--- src/rtl/tpu_pkg.sv ---
// tpu_pkg: opcode and sequencer-state types shared by the TPU sequencer files.
package tpu_pkg;
    localparam int OPC_W = 3;

    typedef enum logic [OPC_W-1:0] {
        HALT        = 3'b000,
        LOAD_ADDR   = 3'b001,
        LOAD_WEIGHT = 3'b010,
        LOAD_INPUTS = 3'b011,
        COMPUTE     = 3'b100,
        STORE       = 3'b101,
        NOP         = 3'b110,
        ILLEGAL     = 3'b111
    } opcode_t;

    typedef enum logic [2:0] {IDLE, FETCH, EXEC, DONE, ERROR} seq_state_t;
endpackage

--- src/rtl/tpu_sequencer_if.sv ---
// tpu_sequencer_if: host/program and datapath strobe bundle of the sequencer.
// perf_cycles exists only when TPU_SEQ_PERF_EN is defined.
interface tpu_sequencer_if #(
    parameter int INSTR_W    = 16,
    parameter int IMEM_DEPTH = 16,
    parameter int ADDR_W     = 13
);
    logic                          start;
    logic                          prog_we;
    logic [$clog2(IMEM_DEPTH)-1:0] prog_addr;
    logic [INSTR_W-1:0]            prog_data;
    logic                          stall;
    logic [ADDR_W-1:0]             base_address;
    logic                          load_weight;
    logic                          load_input;
    logic                          valid;
    logic                          store;
    logic                          busy;
    logic                          done;
    logic                          error;
`ifdef TPU_SEQ_PERF_EN
    logic [31:0]                   perf_cycles;
`endif

    modport master (
`ifdef TPU_SEQ_PERF_EN
        input  perf_cycles,
`endif
        output start, prog_we, prog_addr, prog_data, stall,
        input  base_address, load_weight, load_input, valid, store, busy, done, error
    );

    modport slave (
`ifdef TPU_SEQ_PERF_EN
        output perf_cycles,
`endif
        input  start, prog_we, prog_addr, prog_data, stall,
        output base_address, load_weight, load_input, valid, store, busy, done, error
    );
endinterface

--- src/rtl/tpu_instr_mem.sv ---
// tpu_instr_mem: program memory, synchronous write, combinational read, not reset.
module tpu_instr_mem
    import tpu_pkg::*;
#(
    parameter int INSTR_W = 16,
    parameter int DEPTH   = 16
) (
    input  logic                     clk,
    input  logic                     we,
    input  logic [$clog2(DEPTH)-1:0] waddr,
    input  logic [INSTR_W-1:0]       wdata,
    input  logic [$clog2(DEPTH)-1:0] raddr,
    output logic [INSTR_W-1:0]       rdata
);
    logic [INSTR_W-1:0] mem [DEPTH];

    always_ff @(posedge clk)
        if (we) mem[waddr] <= wdata;

    assign rdata = mem[raddr];
endmodule

--- src/rtl/tpu_sequencer.sv ---
// tpu_sequencer: programmable fetch/decode sequencer driving the TPU datapath strobes.
// Optional TPU_SEQ_PERF_EN adds a saturating busy-cycle counter (perf_cycles).
module tpu_sequencer
    import tpu_pkg::*;
#(
    parameter int INSTR_W        = 16,
    parameter int IMEM_DEPTH     = 16,
    parameter int ADDR_W         = 13,
    parameter int COMPUTE_CYCLES = 6
) (
    input logic              clk,
    input logic              reset,
    tpu_sequencer_if.slave   bus
);
    localparam int PC_W  = $clog2(IMEM_DEPTH);
    localparam int IMM_W = INSTR_W - OPC_W;

    seq_state_t         state;
    logic [PC_W-1:0]    pc;
    logic [7:0]         cnt;
    logic [INSTR_W-1:0] instr;
    logic [INSTR_W-1:0] rd_data;
    logic [ADDR_W-1:0]  base_address;
    opcode_t            opc;
    logic [IMM_W-1:0]   imm;
    logic [7:0]         len;
    logic               busy;
    logic               exec;
    logic               go;
    logic               last;
    logic               pc_end;

    assign opc    = opcode_t'(instr[INSTR_W-1 -: OPC_W]);
    assign imm    = instr[IMM_W-1:0];
    assign len    = imm[7:0] == 8'd0 ? 8'(COMPUTE_CYCLES) : imm[7:0];
    assign exec   = state == EXEC;
    assign busy   = state == FETCH || exec;
    assign go     = bus.start && (state == IDLE || state == DONE || state == ERROR);
    assign last   = opc != COMPUTE || cnt == len - 8'd1;
    assign pc_end = pc == PC_W'(IMEM_DEPTH - 1);

    tpu_instr_mem #(.INSTR_W(INSTR_W), .DEPTH(IMEM_DEPTH)) u_mem (
        .clk  (clk),
        .we   (bus.prog_we && !busy),
        .waddr(bus.prog_addr),
        .wdata(bus.prog_data),
        .raddr(pc),
        .rdata(rd_data)
    );

    always_ff @(posedge clk or posedge reset)
        if (reset) begin
            state        <= IDLE;
            pc           <= '0;
            cnt          <= '0;
            instr        <= '0;
            base_address <= '0;
        end else begin
            case (state)
                IDLE, DONE, ERROR:
                    if (go) begin
                        state <= FETCH;
                        pc    <= '0;
                    end
                FETCH: begin
                    instr <= rd_data;
                    state <= EXEC;
                end
                EXEC: begin
                    // rewriting the same immediate while stalled is indistinguishable from a single load
                    if (opc == LOAD_ADDR) base_address <= imm[ADDR_W-1:0];
                    if (!bus.stall) begin
                        if (opc == HALT) state <= DONE;
                        else if (opc == ILLEGAL) state <= ERROR;
                        else if (last) begin
                            cnt   <= '0;
                            pc    <= pc_end ? pc : pc + PC_W'(1);
                            state <= pc_end ? DONE : FETCH;
                        end else cnt <= cnt + 8'd1;
                    end
                end
                default: state <= IDLE;
            endcase
        end

    assign bus.base_address = base_address;
    assign bus.load_weight  = exec && opc == LOAD_WEIGHT;
    assign bus.load_input   = exec && opc == LOAD_INPUTS;
    assign bus.valid        = exec && opc == COMPUTE;
    assign bus.store        = exec && opc == STORE;
    assign bus.busy         = busy;
    assign bus.done         = state == DONE;
    assign bus.error        = state == ERROR;

`ifdef TPU_SEQ_PERF_EN
    logic [31:0] perf_cycles;

    always_ff @(posedge clk or posedge reset)
        if (reset) perf_cycles <= '0;
        else if (go) perf_cycles <= '0;
        else if (busy && perf_cycles != '1) perf_cycles <= perf_cycles + 32'd1;

    assign bus.perf_cycles = perf_cycles;
`endif
endmodule

--- src/flat_wrapper.sv ---
// flat-port wrapper written by rule: the top's interface ports become plain ports
module tpu_sequencer_flat import tpu_pkg::*;
#(
    parameter int INSTR_W        = 16,
    parameter int IMEM_DEPTH     = 16,
    parameter int ADDR_W         = 13,
    parameter int COMPUTE_CYCLES = 6
)
  (clk, reset, bus_start, bus_prog_we, bus_prog_addr, bus_prog_data, bus_stall, bus_base_address, bus_load_weight, bus_load_input, bus_valid, bus_store, bus_busy, bus_done, bus_error);
  tpu_sequencer_if #(.INSTR_W(INSTR_W), .IMEM_DEPTH(IMEM_DEPTH), .ADDR_W(ADDR_W)) bus_i ();
  input logic clk;
  input logic reset;
  input wire logic [$bits(bus_i.start)-1:0] bus_start;
  input wire logic [$bits(bus_i.prog_we)-1:0] bus_prog_we;
  input wire logic [$bits(bus_i.prog_addr)-1:0] bus_prog_addr;
  input wire logic [$bits(bus_i.prog_data)-1:0] bus_prog_data;
  input wire logic [$bits(bus_i.stall)-1:0] bus_stall;
  output wire logic [$bits(bus_i.base_address)-1:0] bus_base_address;
  output wire logic [$bits(bus_i.load_weight)-1:0] bus_load_weight;
  output wire logic [$bits(bus_i.load_input)-1:0] bus_load_input;
  output wire logic [$bits(bus_i.valid)-1:0] bus_valid;
  output wire logic [$bits(bus_i.store)-1:0] bus_store;
  output wire logic [$bits(bus_i.busy)-1:0] bus_busy;
  output wire logic [$bits(bus_i.done)-1:0] bus_done;
  output wire logic [$bits(bus_i.error)-1:0] bus_error;
  assign bus_i.start = bus_start;
  assign bus_i.prog_we = bus_prog_we;
  assign bus_i.prog_addr = bus_prog_addr;
  assign bus_i.prog_data = bus_prog_data;
  assign bus_i.stall = bus_stall;
  assign bus_base_address = bus_i.base_address;
  assign bus_load_weight = bus_i.load_weight;
  assign bus_load_input = bus_i.load_input;
  assign bus_valid = bus_i.valid;
  assign bus_store = bus_i.store;
  assign bus_busy = bus_i.busy;
  assign bus_done = bus_i.done;
  assign bus_error = bus_i.error;
  tpu_sequencer #(.INSTR_W(INSTR_W), .IMEM_DEPTH(IMEM_DEPTH), .ADDR_W(ADDR_W), .COMPUTE_CYCLES(COMPUTE_CYCLES)) u_core (.clk(clk), .reset(reset), .bus(bus_i));
endmodule
--- config.mk ---
export PLATFORM = sky130hd
export DESIGN_NAME = tpu_sequencer_flat
export DESIGN_NICKNAME = d
export VERILOG_FILES = /design/src/rtl/tpu_pkg.sv /design/src/rtl/tpu_sequencer_if.sv /design/src/rtl/tpu_instr_mem.sv /design/src/rtl/tpu_sequencer.sv /design/src/flat_wrapper.sv
export SDC_FILE = /design/constraint.sdc
export NUM_CORES = 1
export LEC_CHECK = 0
export BUFFER_PORTS_ARGS = -buffer_cell sky130_fd_sc_hd__buf_2
export CAP_MARGIN = 5
export CORE_MARGIN = 3
export CORE_UTILIZATION = 31
export DETAILED_ROUTE_END_ITERATION = 16
export GPL_TIMING_DRIVEN = 0
export PLACE_DENSITY = 0.54
export SLEW_MARGIN = 20
export SYNTH_ARGS = -nofsm -noshare
export SYNTH_HDL_FRONTEND = slang
export SYNTH_SLANG_ARGS = --single-unit
--- constraint.sdc ---
create_clock -name clk -period 3.61 [get_ports clk]
set_input_delay 0.722 -clock clk [delete_from_list [all_inputs] [get_ports clk]]
set_output_delay 0.722 -clock clk [all_outputs]
set_load 0.02 [all_outputs]
==> impl_metrics.env <==
export IMPL_outcome="finished clean"
export IMPL_hold_path_class="in -> async"
export IMPL_synth_ff_type="edfxtp_1"
export IMPL_whs_ns=0.171
export IMPL_cp_required_ns=4.07
export IMPL_drt_first_pass_iters=7
export IMPL_cts_sinks=300
export IMPL_critPathLaunchType="register"
export IMPL_wl_per_cell_um=20.9
export IMPL_htreeDepth=1
export IMPL_numCtsBuffers=31
export IMPL_nets=827
export IMPL_die_w_um=204
export IMPL_drc=0
export IMPL_placedCellCount=1284
export IMPL_postSynthCellCount=706
export IMPL_vias_per_cell=4.90
export IMPL_synth_xor_area_share_pct=0.574
export IMPL_ys_top_cells_by_area="edfxtp_1 (63%), dfrtp_1 (9.0%), mux4_2 (8.9%), mux2i_1 (3.1%), mux2_2 (2.1%)"
export IMPL_setup_viol=0
export IMPL_cp_top_family="simple AND/OR/NAND/NOR gates"
export IMPL_nFillCells=3643
export IMPL_drv_cap=0
export IMPL_grt_pass1_vias=6752
export IMPL_cpMaxStageDelayCell="or4_4"
export IMPL_yosys_warnings=0
export IMPL_syn_to_final_growth_pct=17.6
export IMPL_gp_congestion=0.763
export IMPL_dp_hpwl_um=18600
export IMPL_postCtsSetupBuffers=0
export IMPL_gr_usage_all_layers_pct=13.6
export IMPL_hold_buffers=0
export IMPL_final_hold_violation_count=0
export IMPL_fin_util_pct=37.1
export IMPL_avgSynthCellArea_um2=17.3
export IMPL_synthAdderAreaFrac_pct=0.307
export IMPL_critical_path_max_stage_delay_ns=0.56
export IMPL_grt_pass1_wl_um=43000
export IMPL_die_h_um=204
export IMPL_endpoint_kind="register"
export IMPL_synth_commonest_cells="edfxtp_1 (256), mux4_2 (48), dfrtp_1 (44), nand2_1 (42), mux2i_1 (38)"
export IMPL_drive_gt1_share_pct=26.6
export IMPL_start_util_pct=31.5
export IMPL_vias=6575
export IMPL_clk_pin_slew_ns=0.06
export IMPL_yosysTopAreaCell="edfxtp_1"
export IMPL_worstPathCellList="buf_2, or4_4, nor3_4, nor2_1, ha_1, nor3b_1, xnor2_1, or4_1, o21ai_2, nand4_1, a21oi_1, mux2_1"
export IMPL_ys_seq_area_share_pct=72.0
export IMPL_path_class="reg -> reg"
export IMPL_instances_no_fill=1342
export IMPL_rsz0062_at_grt="false"
export IMPL_root_buffer="clkbuf_16"
export IMPL_synth_top_area_share_pct=63.0
export IMPL_yosysMostFrequentCell="edfxtp_1"
export IMPL_clock_path_buffers=3
export IMPL_fp_row_count=72
export IMPL_fmax_mhz=299
export IMPL_grt_max_degree=24
export IMPL_port_buffers=44
export IMPL_clock_latency_ns=0.58
export IMPL_relSlewSlack_pct=32.2
export IMPL_leakagePower_nw=4.76
export IMPL_wirelength_um=28100
export IMPL_p_per_area_nw_per_um2=697
export IMPL_finClkSkew_ns=0.0162
export IMPL_timing_final_crit_period_ns=3.35
export IMPL_netlist_area_um2=12200
export IMPL_synth_compound_area_share_pct=4.93
export IMPL_tns_ns=0
export IMPL_io_pins=45
export IMPL_power_mw=10.0
export IMPL_gr_total_overflow=0
export IMPL_die_area_um2=41800
export IMPL_ir_worst_vdd_v=0.000409
export IMPL_grt_antenna_before_repair=1
export IMPL_n_antenna_cell=0
export IMPL_cp_buffers_inverters=1
export IMPL_synth_mux_area_fraction_pct=14.3
export IMPL_first_iter_violations=524
export IMPL_drtAntennaViolNets=0
export IMPL_synthSimpleGateAreaFrac_pct=6.16
export IMPL_cts_resized=0
export IMPL_yosys_register_bits=300
export IMPL_synth_edff_count=256
export IMPL_synth_distinct_cells=58
export IMPL_syn_nets=734
export IMPL_synth_top_family_by_area="multiplexers"
export IMPL_coreArea_um2=38700
export IMPL_drv_slew=0
export IMPL_worstMarginPinSlew_ns=1.02
export IMPL_worstPathMaxFanout=8
export IMPL_period_share_pct=92.7
export IMPL_arrival_ns=3.81
export IMPL_tritoncts="yes"
export IMPL_async_flop_share_pct=14.7
-- layout make-up --
| cell class | instances | area, µm² | share of cell area (%) |
|---|---|---|---|
| clock buffer | 39 | 816 | 5.68 |
| tap | 518 | 648 | 4.51 |
| sequential | 300 | 8790 | 61.2 |
| multi-input combinational | 355 | 3290 | 22.9 |
| inverter | 13 | 48.8 | 0.340 |
| buffer | 38 | 168 | 1.17 |
| timing repair buffer | 60 | 420 | 2.93 |
| clock inverter | 19 | 173 | 1.20 |
-- per-stage QoR --
step	cell area (µm²)	worst slack, ns
finish	14400	0.263
global route	14400	0.0680
CTS	14300	0.109
detailed placement	13400	0.127
global placement	13100	-0.927
floorplan	12200	0.492
-- placed cells by master, fill, tap and decap left out, types with 4 or more instances in the layout --
cell type	n
clkinv_2	5
nor2_4	5
buf_2	54
nand2_1	42
buf_4	5
dfrtp_1	44
o221ai_1	11
nor2b_1	17
o22ai_1	19
nand2b_1	6
a21oi_1	6
clkbuf_16	31
mux2i_1	38
buf_6	7
o31ai_1	7
mux4_2	48
nor2_2	7
clkbuf_1	28
mux2_2	23
nand3_1	11
o21ai_1	6
nor3_2	4
inv_1	12
buf_1	4
o21ai_0	20
edfxtp_1	256
buf_8	5
nor2_1	19
clkinv_1	5
nor3_1	5
and3_1	8
xnor2_1	5
-- power by group --
part	switching, mW	total, mW	internal, mW
Clock	1.35	3.10	1.76
Combinational	1.56	2.66	1.11
Sequential	0.197	4.24	4.04
-- flip-flops by register name, summed over array words and instances (netlist names) --
register / flops
u_core.bus.base_address: 13
u_core.cnt: 8
u_core.pc: 4
u_core.state: 3
u_core.instr: 16
u_core.u_mem.mem: 256
-- path summary, 6_finish.rpt --
check | start | to | slack (ns) | depth (start not counted)
setup / recovery | u_core.instr[4] | u_core.pc[3] | 0.26 | 12
hold / removal | reset | u_core.bus.base_address[3] | 0.17 | 2
setup reg to reg | u_core.instr[4] | u_core.pc[3] | 0.26 | 12
hold reg to reg | u_core.instr[10] | u_core.instr[10] | 0.48 | 2
max in group asynchronous | reset | u_core.instr[13] | 2.94 | 3
min in group clk | u_core.instr[10] | u_core.instr[10] | 0.48 | 2
-- worst register-to-register path, cell delays in order (launching register included) --
cell and delay, ns:
dfrtp_1 0.35, buf_2 0.18, or4_4 0.56, nor3_4 0.21, nor2_1 0.07, ha_1 0.25, nor3b_1 0.17, xnor2_1 0.14
or4_1 0.42, o21ai_2 0.15, nand4_1 0.20, a21oi_1 0.20, mux2_1 0.33
-- cell families (layout without fill, tap and decap cells) --
kind of cell	count (synthesis)	after routing
buffers and inverters	51	169
flip-flops	300	300
adder cells (fa/ha/maj)	3	3
AND/OR/NAND/NOR	146	146
XOR/XNOR	8	8
AO/OA/AOI/OAI	87	87
multiplexers	111	111
-- per-layer routing --
layer	part of all wire, %	wire (µm)	GRT usage, %
met1	48	13500	20.3
met2	45	12700	20.8
met3	5.2	1450	2.77
met4	1.5	433	2.78
met5	0.046	13	0
(Power assumes the default switching activity.)
